File: src/rtl/matrix_result_streamer.sv
// matrix_result_streamer
//   Snapshots an N x N result matrix on start and streams the row_w x col_x
//   top-left sub-matrix out, row-major, over a valid/ready handshake.
//
// Ports
//   clk        sole clock, rising edge
//   clear_mem  synchronous active-high reset; wins over start/res_ready
//   start      snapshot res_flat/row_w/col_x and begin a stream (IDLE only)
//   row_w      result row count, legal 1..N
//   col_x      result column count, legal 1..N
//   res_flat   product matrix, element (r,c) at [(r*N+c)*DW +: DW]
//   res        current element (0 outside SEND)
//   res_valid  res holds an element
//   res_ready  consumer accepts res when res_valid is also high
//   res_last   final element of the stream
//   busy       not IDLE
//   done       one-cycle completion pulse
//   err        pulses with done when the start carried an illegal dimension

// One snapshot element: loads on capture, otherwise holds.
module matrix_result_elem_reg #(
  parameter int DW = 10
) (
  input  logic          clk,
  input  logic          clear_mem,
  input  logic          load,
  input  logic [DW-1:0] d,
  output logic [DW-1:0] q
);
  always_ff @(posedge clk) begin
    if (clear_mem)  q <= '0;
    else if (load)  q <= d;
  end
endmodule

module matrix_result_streamer #(
  parameter int DW = 10,
  parameter int N  = 3
) (
  input  logic              clk,
  input  logic              clear_mem,
  input  logic              start,
  input  logic [1:0]        row_w,
  input  logic [1:0]        col_x,
  input  logic [N*N*DW-1:0] res_flat,
  output logic [DW-1:0]     res,
  output logic              res_valid,
  input  logic              res_ready,
  output logic              res_last,
  output logic              busy,
  output logic              done,
  output logic              err
);
  localparam int NE = N * N;
  localparam int IW = (NE > 1) ? $clog2(NE) : 1;

  typedef enum logic [1:0] {
    IDLE = 2'd0,
    SEND = 2'd1,
    DONE = 2'd2
  } state_t;

  state_t                 state, state_nxt;
  logic [1:0]             rows_q, cols_q;
  logic [1:0]             row_cnt, col_cnt;
  logic                   err_q;
  logic [NE-1:0][DW-1:0]  snap_q;

  logic                   capture;
  logic                   dims_bad;
  logic                   beat;
  logic                   row_end, col_end, at_last;
  logic [IW-1:0]          idx;

  // A start is only honoured in IDLE; starts in SEND/DONE are dropped.
  assign capture  = (state == IDLE) && start;
  // Zero or over-size dimensions skip streaming and report err with done.
  assign dims_bad = (row_w == 2'd0) || (col_x == 2'd0) ||
                    (int'(row_w) > N) || (int'(col_x) > N);

  assign beat    = (state == SEND) && res_ready;
  assign col_end = (col_cnt == cols_q - 2'd1);
  assign row_end = (row_cnt == rows_q - 2'd1);
  assign at_last = row_end && col_end;

  // Snapshot keeps the full N-wide row pitch, so the read index uses N
  // even when col_x is smaller.
  assign idx = IW'(row_cnt) * IW'(N) + IW'(col_cnt);

  for (genvar e = 0; e < NE; e++) begin : g_elem
    matrix_result_elem_reg #(.DW(DW)) u_elem (
      .clk       (clk),
      .clear_mem (clear_mem),
      .load      (capture),
      .d         (res_flat[e*DW +: DW]),
      .q         (snap_q[e])
    );
  end

  always_ff @(posedge clk) begin
    if (clear_mem) state <= IDLE;
    else           state <= state_nxt;
  end

  // Dimension snapshot and row/col walk. The counters are left parked on
  // the final element; the next capture re-zeroes them.
  always_ff @(posedge clk) begin
    if (clear_mem) begin
      rows_q  <= '0;
      cols_q  <= '0;
      row_cnt <= '0;
      col_cnt <= '0;
      err_q   <= 1'b0;
    end else if (capture) begin
      rows_q  <= row_w;
      cols_q  <= col_x;
      row_cnt <= '0;
      col_cnt <= '0;
      err_q   <= dims_bad;
    end else if (beat && !at_last) begin
      if (col_end) begin
        col_cnt <= '0;
        row_cnt <= row_cnt + 2'd1;
      end else begin
        col_cnt <= col_cnt + 2'd1;
      end
    end
  end

  always_comb begin
    state_nxt = state;
    res       = '0;
    res_valid = 1'b0;
    res_last  = 1'b0;
    busy      = (state != IDLE);
    done      = 1'b0;
    err       = 1'b0;
    case (state)
      IDLE: begin
        if (start) state_nxt = dims_bad ? DONE : SEND;
      end
      SEND: begin
        res       = snap_q[idx];
        res_valid = 1'b1;
        res_last  = at_last;
        if (res_ready && at_last) state_nxt = DONE;
      end
      DONE: begin
        done      = 1'b1;
        err       = err_q;
        state_nxt = IDLE;
      end
      default: state_nxt = IDLE;
    endcase
  end
endmodule

File: config.mk
export PLATFORM = sky130hd
export DESIGN_NAME = matrix_result_streamer
export DESIGN_NICKNAME = d
export VERILOG_FILES = /design/src/rtl/matrix_result_streamer.sv
export SDC_FILE = /design/constraint.sdc
export NUM_CORES = 1
export LEC_CHECK = 0
export BUFFER_PORTS_ARGS = -buffer_cell sky130_fd_sc_hd__buf_2
export CAP_MARGIN = 30
export CORE_UTILIZATION = 55
export CTS_BUF_LIST = sky130_fd_sc_hd__clkbuf_2 sky130_fd_sc_hd__clkbuf_4 sky130_fd_sc_hd__clkbuf_8
export DETAILED_ROUTE_END_ITERATION = 12
export PLACE_DENSITY = 0.83
export SLEW_MARGIN = 15
export SYNTH_ARGS = -nofsm -noshare
export SYNTH_HDL_FRONTEND = slang
export SYNTH_SLANG_ARGS = --single-unit
File: constraint.sdc
create_clock -name clk -period 3.4 [get_ports clk]
set_clock_uncertainty 0.05 [all_clocks]
set_input_delay 0.17 -clock clk [delete_from_list [all_inputs] [get_ports clk]]
set_output_delay 0.17 -clock clk [all_outputs]
set_load 0.1 [all_outputs]
# Word-level counts from Yosys, hierarchy flattened
# Cells that the tools add are included.
# W data, S select, Z words.
[word_totals] register_bits=101 inputBits=98 output_inout_bits=15 word_cells=54
[classes] add_sub_neg=5 multipliers=1 n_lt_le_gt_ge=1 eq_ne=6 muxes=12 n_reduce_logical=14
[op_table] cell="$bmux W10 S4" n=1
[op_table] cell="$mux W10" n=2
[op_table] cell="$mux W2" n=4
[op_table] cell="$logic_not A2 Y1" n=3
[op_table] cell="$logic_and A1 B1 Y1" n=5
[op_table] cell="$lt A4 B5 Y1 const B" n=1
[op_table] cell="$add A2 B1 Y2 const B" n=2
[op_table] cell="$add A4 B2 Y4" n=1
[op_table] cell="$eq A2 B2 Y1" n=2
[op_table] cell="$mul A2 B2 Y4 const B" n=1
[op_table] cell="$mux W1" n=4
[op_table] cell="$pmux W2 S2" n=1
[op_table] cell="$reduce_and A2 Y1" n=2
[op_table] cell="$sub A2 B1 Y2 const B" n=2
[op_table] cell="$eq A2 B1 Y1 const B" n=1
[op_table] cell="$eq A2 B2 Y1 const B" n=1
[op_table] cell="$ne A2 B1 Y1 const B" n=1
[op_table] cell="$ne A2 B2 Y1 const B" n=1
[op_table] cell="$reduce_bool A2 Y1" n=1
[op_table] cell="$reduce_or A2 Y1" n=1
[op_table] cell="$logic_not A1 Y1" n=1
[op_table] cell="$logic_or A1 B1 Y1" n=1

# Longest topological paths before layout
# Gate-level depths: netlist of the first run.
[depth] ltp_word=6 mapped_depth=9 ltp_nobuf=9

# By module
# Synthesis of the first run repeated with hierarchy kept, for this count alone.
[hier_totals] hier_cells=422 area_unflattened_um2=4658.2
[modules_own_cells] module="matrix_result_elem_reg" n_inst=9 cells_each=32 area_each_um2=352.8 seq_area_each_um2=200.2
[modules_own_cells] module="matrix_result_streamer" n_inst=1 cells_each=134 area_each_um2=1482.7 seq_area_each_um2=220.2

# Least setup slack after synthesis of the first run
# Ideal clock, no wire load.
[synth_path] path_type="register -> output" from="register row_cnt[0]" to="output res[0]" arrival_ps=3737 required_ps=3180 setup_slack_ps=-557 path_stages_with_launch=10 path_buffers=1 cell_sequence="dfxtp_1 > inv_1 > fa_1 > inv_1 > ha_1 > inv_1 > fa_1 > clkbuf_1 > mux2i_1 > o2bb2ai_1"
[synth_between] elab_chain_len=5
[synth_rtl] element="start: declaration" line="65" source="logic [1:0] row_cnt, col_cnt;"
[synth_rtl] element="start signal: assignment" line="123" source="row_cnt <= row_cnt + 2'd1;"
[synth_rtl] element="$mul A2 B2 Y4" line="88" source="assign idx = IW'(row_cnt) * IW'(N) + IW'(col_cnt);"
[synth_rtl] element="$add A4 B2 Y4" line="88"
[synth_rtl] element="$bmux W10 S4" line="143" source="res = snap_q[idx];"
[synth_rtl] element="$mux W10 (implied by the code)" line="143"
[synth_rtl] element="$mux W10" line="138" source="case (state)"
[synth_rtl] element="end: declaration" line="46" source="output logic [DW-1:0] res,"
# Every way passes these cells. The select of a mux whose other input is x is not followed.

# Final worst setup path of the first run
[layout_path] from="register row_cnt[0]" to="output res[4]"
# The elaborated chain is that of the path after synthesis.

==> results of run 1 <==
-- registers in the layout, summed over array words and instances, names as in the netlist --
signal / cells
rows_q: 2
cols_q: 2
col_cnt: 2
err_q: 1
state: 2
g_elem.u_elem.q: 90
row_cnt: 2
-- metrics by stage --
step                      hold slack, ps  setup WS, ps
after detailed placement             367           431
after floorplan                      256          32.6
after global routing                2.62         -73.9
after global placement               363           604
after CTS                          0.342          3.33
final                               5.07         -14.1
-- kinds of logic after synthesis --
family | Yosys count | synth area share (%)
adders and majority gates | 5 | 1.75
DFF | 101 | 45.6
muxes | 35 | 13.8
xor gates and xnor gates | 3 | 0.592
and+or+nand+nor | 220 | 20.3
AOI/OAI and AO/OA | 112 | 13.8
buffers and inverters | 43 | 4.20
-- how the worst min path moves through the flow --
stage	end	slack [ps]	cells after the start	from
2_1_floorplan	g_elem[0].u_elem.q[0]	260	2	res_flat[0]
3_3_place_gp	g_elem[3].u_elem.q[6]	360	3	res_flat[36]
3_5_place_dp	g_elem[1].u_elem.q[0]	370	3	res_flat[10]
4_1_cts	g_elem[6].u_elem.q[2]	0.3	3	res_flat[62]
5_1_grt	g_elem[5].u_elem.q[7]	3	3	res_flat[57]
6_report	g_elem[5].u_elem.q[1]	5	3	res_flat[51]
-- cells in the final DEF (no fill, tap or decap), types with 2 or more instances in the layout --
master and n:
nand2_1 196, buf_2 102, dfxtp_1 98, a21oi_1 95, dlygate4sd3_1 70, mux4_2 20, buf_4 12, mux2i_1 11
buf_12 11, o2bb2ai_2 9, clkbuf_8 9, inv_1 6, nor2_1 6, nand2b_1 4, mux2i_2 3, ha_1 3
nand2_2 2, xnor2_1 2, o22ai_1 2, nand3b_1 2, fa_1 2, inv_6 2, clkinv_4 2, inv_8 2
dfxtp_4 2
-- power groups by stage --
stage	logic [mW]	registers, mW	clock network (mW)
floorplan	0.280	1.32	0
global placement	0.388	1.34	0
detailed placement	0.401	1.34	0
CTS	0.463	1.32	0.756
global route	0.522	1.33	0.821
finish	0.484	1.32	0.761
-- layer usage --
| metal | track usage [%] | up-vias |
|---|---|---|
| met5 | 0 | - |
| met2 | 59.8 | 280 |
| li1 | - | 2092 |
| met4 | 20.3 | 0 |
| met3 | 6.80 | 73 |
| met1 | 39.0 | 2213 |
-- layout make-up --
| cell class | instances | area, um2 |
|---|---|---|
| Clock inverter | 7 | 73.8 |
| Tap cell | 102 | 128 |
| Fill cell | 452 | 1530 |
| Antenna cell | 1 | 2.50 |
| Inverter | 7 | 26.3 |
| Multi-Input combinational cell | 375 | 2320 |
| Timing Repair Buffer | 196 | 1530 |
| Clock buffer | 9 | 124 |
| Sequential cell | 101 | 2030 |
-- worst register-to-register path, delay by kind of cell, from the launching register on --
kind | cells | cell delay [ps]
AO/OA/AOI/OAI | 1 | 230
buffers and inverters | 1 | 350
flip-flops | 1 | 490
AND/OR/NAND/NOR | 3 | 840
-- timing repair --
action | CTS | global route
buffers inserted | 0 | 4
gates resized for setup | 1 | 10
cloned | 0 | 1
pin swaps | 0 | 2
endpoints found under the hold margin | 67 | 3
hold buffers | 67 | 3
setup endpoints to repair | 7 | 10
==> results.ini, run 1 <==
[floorplanning]
fp-row-count=32
die_w_um=91.8
core-area_mm2=0.00777
design.die.area_mm2=0.00843
die_height_um=91.8
ios=113
initial_utilization_pct=57.1

[global_route]
first_global_vias=4487
grt_max_degree=61
gr-total-overflow=0
grt.total_usage_pct=34.4
grt_first_pass_wirelength_um=22000
grt_antenna_before_repair=0

[clocking]
cts_tree=yes
clk_pin_slew_ps=100
clock-sinks=101
clock_h_tree_levels=3
tritoncts.num_buffers=9
max-clock-path-buffers=2
cts_root_buf=clkbuf_8
clk_latency_ps=380

[place]
buffers_on_ports=112
post_dp_cell_area_mm2=0.00527
gp_congestion=0.851
place_inst=706
place.detailed.hpwl_um=8580

[critical_path]
crit_cells=11
path_cells=inv_1 > fa_1 > inv_1 > ha_1 > inv_1 > fa_1 > nand2_2 > nor4_4 > buf_4 > o2bb2ai_2 > buf_12
setup.worst_path.start=row_cnt[0]
cp-end-kind=primary output
cp_num_buf_inv=5
critical_path.top_delay_family=adder cells
timing.critical_path.arrival_ps=3190
crit_path_max_incr_delay_ps=560
worst-endpoint-required_ps=3180
rr_endpoint=g_elem[8].u_elem.q[5]
worst_setup_path_endpoint=res[4]
reg2reg_from=state[0]
slowest_stage=fa_1
critPathLaunchType=register
timing_worst_setup_path_type=register to primary output
r2r_cells=5
reg2reg_slack_ps=1370
cpMostUsedCell=inv_1
crit_path_max_fanout=6

[cells_and_area]
syn2layout_area_growth_pct=40.5
final_cell_area_mm2=0.00624
final_core_util_pct=80.3
final_cell_count_no_fill=798
nNetsFinal=793
layout-drive-gt1-share_pct=26.8

[sta]
final_max_slew_viol_count=0
slew-limit-headroom_pct=50.2
finalSetupViolCount=4
grt_setup_unrepaired=yes
final_ws_setup_ps=-14.1
setup_total_negative_slack_ps=-39.2
worst_pin_slew_ps=744
fmax_mhz=293
final.period_utilization_pct=100
hold_violations=0
layout_min_cycle_time_ps=3410

[detailed_routing]
met2RoutedLength_um=7250
vias_per_cell=5.84
top_layer=met4
total_number_of_vias=4658
wl_met3_um=1060
drt_first_pass_iters=6
m1WireLength_um=5270
drc=0
wl_per_cell_um=18.0
route.antenna.remaining_nets=0
initialDrtViolationCount=434
detailed_route_wl_um=14300

[status]
violations=negative setup slack
status=complete, but fails checks

[synth]
yosysWarnings=0
synth_common_cells=nand2_1, dfxtp_1, a21oi_1
synth_area_per_cell_um2=8.55
postSynthRegisterBits=101
number_of_flops_mapped_to_enable_cells_by_yosys=0
synthArstFlopShare_pct=0
netlist_top_cells_area=dfxtp_1, nand2_1, a21oi_1, mux4_2, mux2i_1
synth_flop_cell=dfxtp_1
synth-seq-area-share_pct=45.6
yosysUniqueCellTypes=35
synth_top_area_cell=dfxtp_1
synth_most_common_cell=nand2_1
synthesis.area_mm2=0.00444
synth.top_cell.area_share_pct=45.6
netlist_instances=519
synth.net_count=622

[power_and_ir_drop]
leakage_dissipation_nw=2.57
net-switching-power_uw=807
power.clock.fraction_pct=29.6
internal-power_mw=1.76
power.combinational.fraction_pct=18.9
vdd_drop_max_uv=314
power_density_mw_per_mm2=412
power_frac_seq_pct=51.5
p_total_mw=2.57
power.switching_fraction_pct=31.4

[job]
drv.max_cap_violation_count=0

[hold_path]
worstHoldPathType=primary input to register

Power figures use the tool's default switching activity.
==> inputs of run 2 (changes only) <==
==> constraint.sdc (replaced) <==
create_clock -name clk -period 3.9 [get_ports clk]
set_clock_uncertainty 0.05 [all_clocks]
set_input_delay 0.195 -clock clk [delete_from_list [all_inputs] [get_ports clk]]
set_output_delay 0.195 -clock clk [all_outputs]
set_load 0.1 [all_outputs]
==> run 2 against run 1 <==
Against the previous run:
- the run now ends clean
- total power decreased by 13%
- final area fell by 12%
- via count shrank 13%
- critical path depth is 1 lower
- clock-buffer cell count rose by 2
- combinational power shrank 29%
- register-to-register slack better by 320 ps
- largest power group unchanged
- highest routed layer unchanged
==> results.ini, run 2 (synthesized netlist as in run 1, its figures left out) <==
[floorplanning]
initial_utilization_pct=57.1  ; unchanged
design.die.area_mm2=0.00843  ; unchanged
die_w_um=91.8  ; unchanged
fp-row-count=32  ; unchanged
die_height_um=91.8  ; unchanged
core-area_mm2=0.00777  ; unchanged
ios=113  ; unchanged

[global_route]
gr-total-overflow=0  ; unchanged
grt_max_degree=68  ; +11%
first_global_vias=3808  ; -15%
grt_antenna_before_repair=0  ; unchanged
grt_first_pass_wirelength_um=18200  ; -17%
grt.total_usage_pct=28.0  ; -6.3 points

[sta]
fmax_mhz=277
grt_setup_unrepaired=no
worst_pin_slew_ps=840  ; +95.7 ps
finalSetupViolCount=0  ; -4
hold_violations=0  ; unchanged
slew-limit-headroom_pct=43.8  ; -6.4 points
setup_total_negative_slack_ps=0  ; +39.2 ps
final.period_utilization_pct=92.6
final_max_slew_viol_count=0  ; unchanged
hold_slack_ps=6.43  ; +1.36 ps
layout_min_cycle_time_ps=3610

[critical_path]
timing.critical_path.arrival_ps=3370  ; +180 ps
slowest_stage=nor4_4
timing_worst_setup_path_type=register to primary output
crit_path_max_incr_delay_ps=590  ; +30 ps
cpMostUsedCell=inv_1
crit_path_max_fanout=6  ; unchanged
cp-end-kind=primary output
critical_path.top_delay_family=adder cells
critPathLaunchType=register
cp_num_buf_inv=5  ; unchanged
worst-endpoint-required_ps=3650  ; +470 ps
path_cells=inv_1 > fa_1 > inv_1 > ha_1 > inv_1 > fa_1 > nor4_4 > buf_4 > o2bb2ai_2 > buf_12

[clocking]
clock-sinks=101  ; unchanged
clock_h_tree_levels=3  ; unchanged
max-clock-path-buffers=2  ; unchanged
cts_tree=yes
cts_root_buf=clkbuf_8
postCtsHoldBufs=0  ; -100%
clk_pin_slew_ps=100  ; about the same
cts_resized=0  ; -1
tritoncts.num_buffers=9  ; unchanged
clk_latency_ps=360  ; -20 ps
post-cts-setup-buffers=0  ; unchanged

[cells_and_area]
num_antenna_cells=0  ; -1
layout_common_cells=nand2_1, buf_2, dfxtp_1
final_common_cell=nand2_1
max_ffs_per_register=90  ; unchanged
layout-drive-gt1-share_pct=28.1  ; +1.3 points
syn2layout_area_growth_pct=23.3
final_core_util_pct=70.4  ; -9.9 points
registers.top_by_ff_count=g_elem.u_elem.q
nNetsFinal=717  ; -9.6%

[status]
status=completed

[place]
buffers_on_ports=112  ; unchanged
gp_congestion=0.909  ; +6.9%
place.detailed.hpwl_um=8210  ; -4.2%

[job]
drv.max_cap_violation_count=0  ; unchanged

[power_and_ir_drop]
leakage_dissipation_nw=2.25  ; -12%
vdd_drop_max_uv=235  ; -25%
power_density_mw_per_mm2=408  ; -0.87%

[detailed_routing]
total_number_of_vias=4032  ; -13%
vias_per_cell=5.59  ; -4.2%
wl_per_cell_um=15.6  ; -13%
route.antenna.remaining_nets=0  ; unchanged
initialDrtViolationCount=297  ; -32%
drc=0  ; unchanged
detailed_route_wl_um=11300  ; -21%
drt_first_pass_iters=5  ; -1

[hold_path]
worstHoldPathType=primary input to register

[run 2: cell types whose count changed in the layout (fill, tap and decap cells not counted), sizes merged]
cell / previous run / this run
clkinvlp: 0 / 2
clkbuf: 9 / 11
dlygate4sd3: 70 / 0
bufinv: 0 / 2
clkinv: 3 / 0
inv: 11 / 8
diode: 1 / 0
buf: 126 / 120
[run 2: worst paths after layout]
check                             start               endpoint  slack [ps]  depth (start not counted)
setup / recovery             row_cnt[0]                 res[5]         290                         10
hold / removal             res_flat[85]  g_elem[8].u_elem.q[5]           6                          3
setup reg to reg               state[0]  g_elem[5].u_elem.q[0]        1690                          5
hold reg to reg   g_elem[1].u_elem.q[2]  g_elem[1].u_elem.q[2]         410                          2
[run 2: stage by stage]
stage	power (mW)	cell area, um2	cells	setup slack, ps
floorplan	1.39	4500	519	508
global placement	1.50	5250	705	843
detailed placement	1.51	5250	705	721
CTS	2.24	5470	721	292
global route	2.32	5470	721	85.6
finish	2.23	5470	721	287
[run 2: worst register-to-register path, stage by stage (launching register included)]
cell     delay [ps]
dfxtp_1         490
nor2_1          120
nand2_2         630
buf_4           550
nand2_1         120
a21oi_1         170
[run 2: cell type report]
class	instances	area, um2
clock inverter	5	83.8
inverter	7	26.3
clock buffer	11	139
multi-input combinational	375	2300
tap	102	128
timing repair buffer	120	771
sequential	101	2020
fill	596	2300
[run 2: power breakdown]
part	total, mW	internal, mW	switching, mW
Combinational	0.346	0.134	0.212
Clock	0.738	0.379	0.360
Sequential	1.15	1.10	0.0484
[run 2: layer usage]
metal	global-route usage (%)	vias up	share of wire (%)
li1	-	1936	-
met1	34.8	1914	42
met2	47.5	156	49
met3	6.30	26	6.5
met4	11.1	0	2.8
met5	0	-	0
==> inputs of run 3 (changes only) <==
==> constraint.sdc (replaced) <==
create_clock -name clk -period 4.15 [get_ports clk]
set_clock_uncertainty 0.05 [all_clocks]
set_input_delay 0.2075 -clock clk [delete_from_list [all_inputs] [get_ports clk]]
set_output_delay 0.2075 -clock clk [all_outputs]
set_load 0.1 [all_outputs]
==> run 3 against run 2 <==
Against the previous run:
- final area shrank 4.6%
- critical endpoint is now res[1]
- non-clock buffer count fell by 3
- register-to-register slack better by 210 ps
- hold slack worse by 4.1 ps
- total power decreased by 8.0%
- sequential power down 5%
==> results.ini, run 3 (synthesized netlist as in run 1, its figures left out) <==
[clocking]
clock_h_tree_levels=3  ; unchanged
clk_pin_slew_ps=110  ; about the same
cts_tree=yes
postCtsHoldBufs=0  ; unchanged
cts_root_buf=clkbuf_8
clock-sinks=101  ; unchanged
clk_latency_ps=370  ; about the same
cts_resized=0  ; unchanged
max-clock-path-buffers=2  ; unchanged
tritoncts.num_buffers=9  ; unchanged
post-cts-setup-buffers=0  ; unchanged

[detailed_routing]
wl_per_cell_um=16.8  ; +7.9%
detailed_route_wl_um=12100  ; +7.5%
vias_per_cell=5.66  ; +1.3%
initialDrtViolationCount=271  ; -8.8%
drc=0  ; unchanged
drt_first_pass_iters=4  ; -1
total_number_of_vias=4066  ; +0.84%
route.antenna.remaining_nets=0  ; unchanged

[global_route]
grt_use_met1_pct=37.5  ; +2.7 points
first_global_vias=3900  ; +2.4%
gr-total-overflow=0  ; unchanged
groute.layer.met2.usage_pct=47.6  ; +0.063 points
busiest_layer=met2
grtUsageMet3_pct=6.38  ; +0.083 points
grt_max_degree=97  ; +43%
grt_antenna_before_repair=0  ; unchanged
grt_first_pass_wirelength_um=19100  ; +5.3%
grt.total_usage_pct=30.0  ; +1.9 points

[floorplanning]
die_w_um=91.8  ; unchanged
die_height_um=91.8  ; unchanged
core-area_mm2=0.00777  ; unchanged
fp-row-count=32  ; unchanged
initial_utilization_pct=57.1  ; unchanged
ios=113  ; unchanged
design.die.area_mm2=0.00843  ; unchanged

[sta]
grt_setup_unrepaired=no
hold_violations=0  ; unchanged
worst_pin_slew_ps=873  ; +33.6 ps
layout_min_cycle_time_ps=3780
fmax_mhz=265
finalSetupViolCount=0  ; unchanged
final_max_slew_viol_count=0  ; unchanged
final.period_utilization_pct=91.0
slew-limit-headroom_pct=41.8  ; -2.0 points
setup_total_negative_slack_ps=0  ; unchanged

[place]
place.detailed.hpwl_um=8960  ; +9.0%
gp_congestion=0.917  ; +0.90%
place_inst=702  ; -0.43%
buffers_on_ports=112  ; unchanged

[power_and_ir_drop]
internal-power_mw=1.45  ; -9.9%
leakage_dissipation_nw=2.18  ; -3.0%
p_total_mw=2.05  ; -8.0%
power.combinational.fraction_pct=15.2  ; -0.3 points
power_frac_seq_pct=52.9  ; +1.5 points
net-switching-power_uw=602  ; -3.0%
power.switching_fraction_pct=29.3  ; +1.5 points
power_density_mw_per_mm2=393  ; -3.6%
power.clock.fraction_pct=31.9  ; -1.2 points
vdd_drop_max_uv=180  ; -23%

[cells_and_area]
final_cell_count_no_fill=718  ; -0.42%
max_ffs_per_register=90  ; unchanged
syn2layout_area_growth_pct=17.6
nNetsFinal=714  ; -0.42%
registers.top_by_ff_count=g_elem.u_elem.q
layout_common_cells=nand2_1, buf_2, dfxtp_1
layout-drive-gt1-share_pct=26.1  ; -2.0 points
final_common_cell=nand2_1
num_antenna_cells=0  ; unchanged

[critical_path]
rr_endpoint=g_elem[5].u_elem.q[2]
timing_worst_setup_path_type=register to primary output
cp-end-kind=primary output
reg2reg_from=state[0]
crit_path_max_fanout=20  ; +14
reg2reg_slack_ps=1900  ; +210 ps
timing.critical_path.arrival_ps=3520  ; +150 ps
critPathLaunchType=register
worst-endpoint-required_ps=3890  ; +240 ps
worst_setup_path_endpoint=res[1]
r2r_cells=5  ; unchanged
setup.worst_path.start=row_cnt[0]

[hold_path]
worstHoldPathType=primary input to register

[status]
status=completed

[job]
drv.max_cap_violation_count=0  ; unchanged

-- run 3: cell count changes in the layout (fill, tap and decap cells not counted), sizes merged --
cell	previous run	this run
clkinvlp	2	0
buf	120	117
clkbuf	11	10
inv	8	9
bufinv	2	1
clkinv	0	3
-- run 3: worst min-delay path by stage --
stage,from,cells after the start,slack (ps),endpoint
global placement,g_elem[0].u_elem.q[7],2,390,g_elem[0].u_elem.q[7]
floorplan,res_flat[0],2,290,g_elem[0].u_elem.q[0]
CTS,res_flat[85],3,3,g_elem[8].u_elem.q[5]
global route,res_flat[23],3,10,g_elem[2].u_elem.q[3]
finish,res_flat[87],3,2,g_elem[8].u_elem.q[7]
detailed placement,g_elem[0].u_elem.q[7],2,400,g_elem[0].u_elem.q[7]
-- run 3: area by class of cell --
type / instances / area [um2]
clock buffer: 10 / 138
timing repair buffer: 117 / 598
fill: 649 / 2550
tap: 102 / 128
sequential: 101 / 2020
clock inverter: 6 / 70.1
multi-input combinational: 375 / 2240
inverter: 7 / 26.3
-- run 3: through the flow --
step                setup WS (ps)  hold WS [ps]  utilization (%)  instance area [um2]
floorplan                     155           293                -                 4440
global placement              992           391             64.5                 5010
detailed placement            893           397             64.5                 5010
CTS                           418          3.31             67.2                 5220
global route                  265          10.9             67.2                 5220
finish                        372          2.32             67.2                 5220
-- run 3: metal layers --
metal  vias to the layer above  part of all wire, %  wire, um
li1                       1932                    -         -
met1                      1900                   40      4840
met2                       193                   48      5790
met3                        41                  7.7       929
met4                         0                  4.4       537
met5                         -                    0         0
-- run 3: critical path, stage by stage, from the launching register on --
cell	delay [ps]
dfxtp_1	430
inv_1	120
fa_1	590
inv_1	70
ha_1	830
mux4_2	420
mux2i_1	300
o2bb2ai_1	90
buf_2	300
-- run 3: power groups by stage --
stage	sequential [mW]	combinational [mW]	clock [mW]
3_5_place_dp	1.11	0.310	0
6_report	1.09	0.311	0.655
5_1_grt	1.09	0.343	0.696
2_1_floorplan	1.08	0.226	0
4_1_cts	1.08	0.311	0.655
3_3_place_gp	1.10	0.301	0
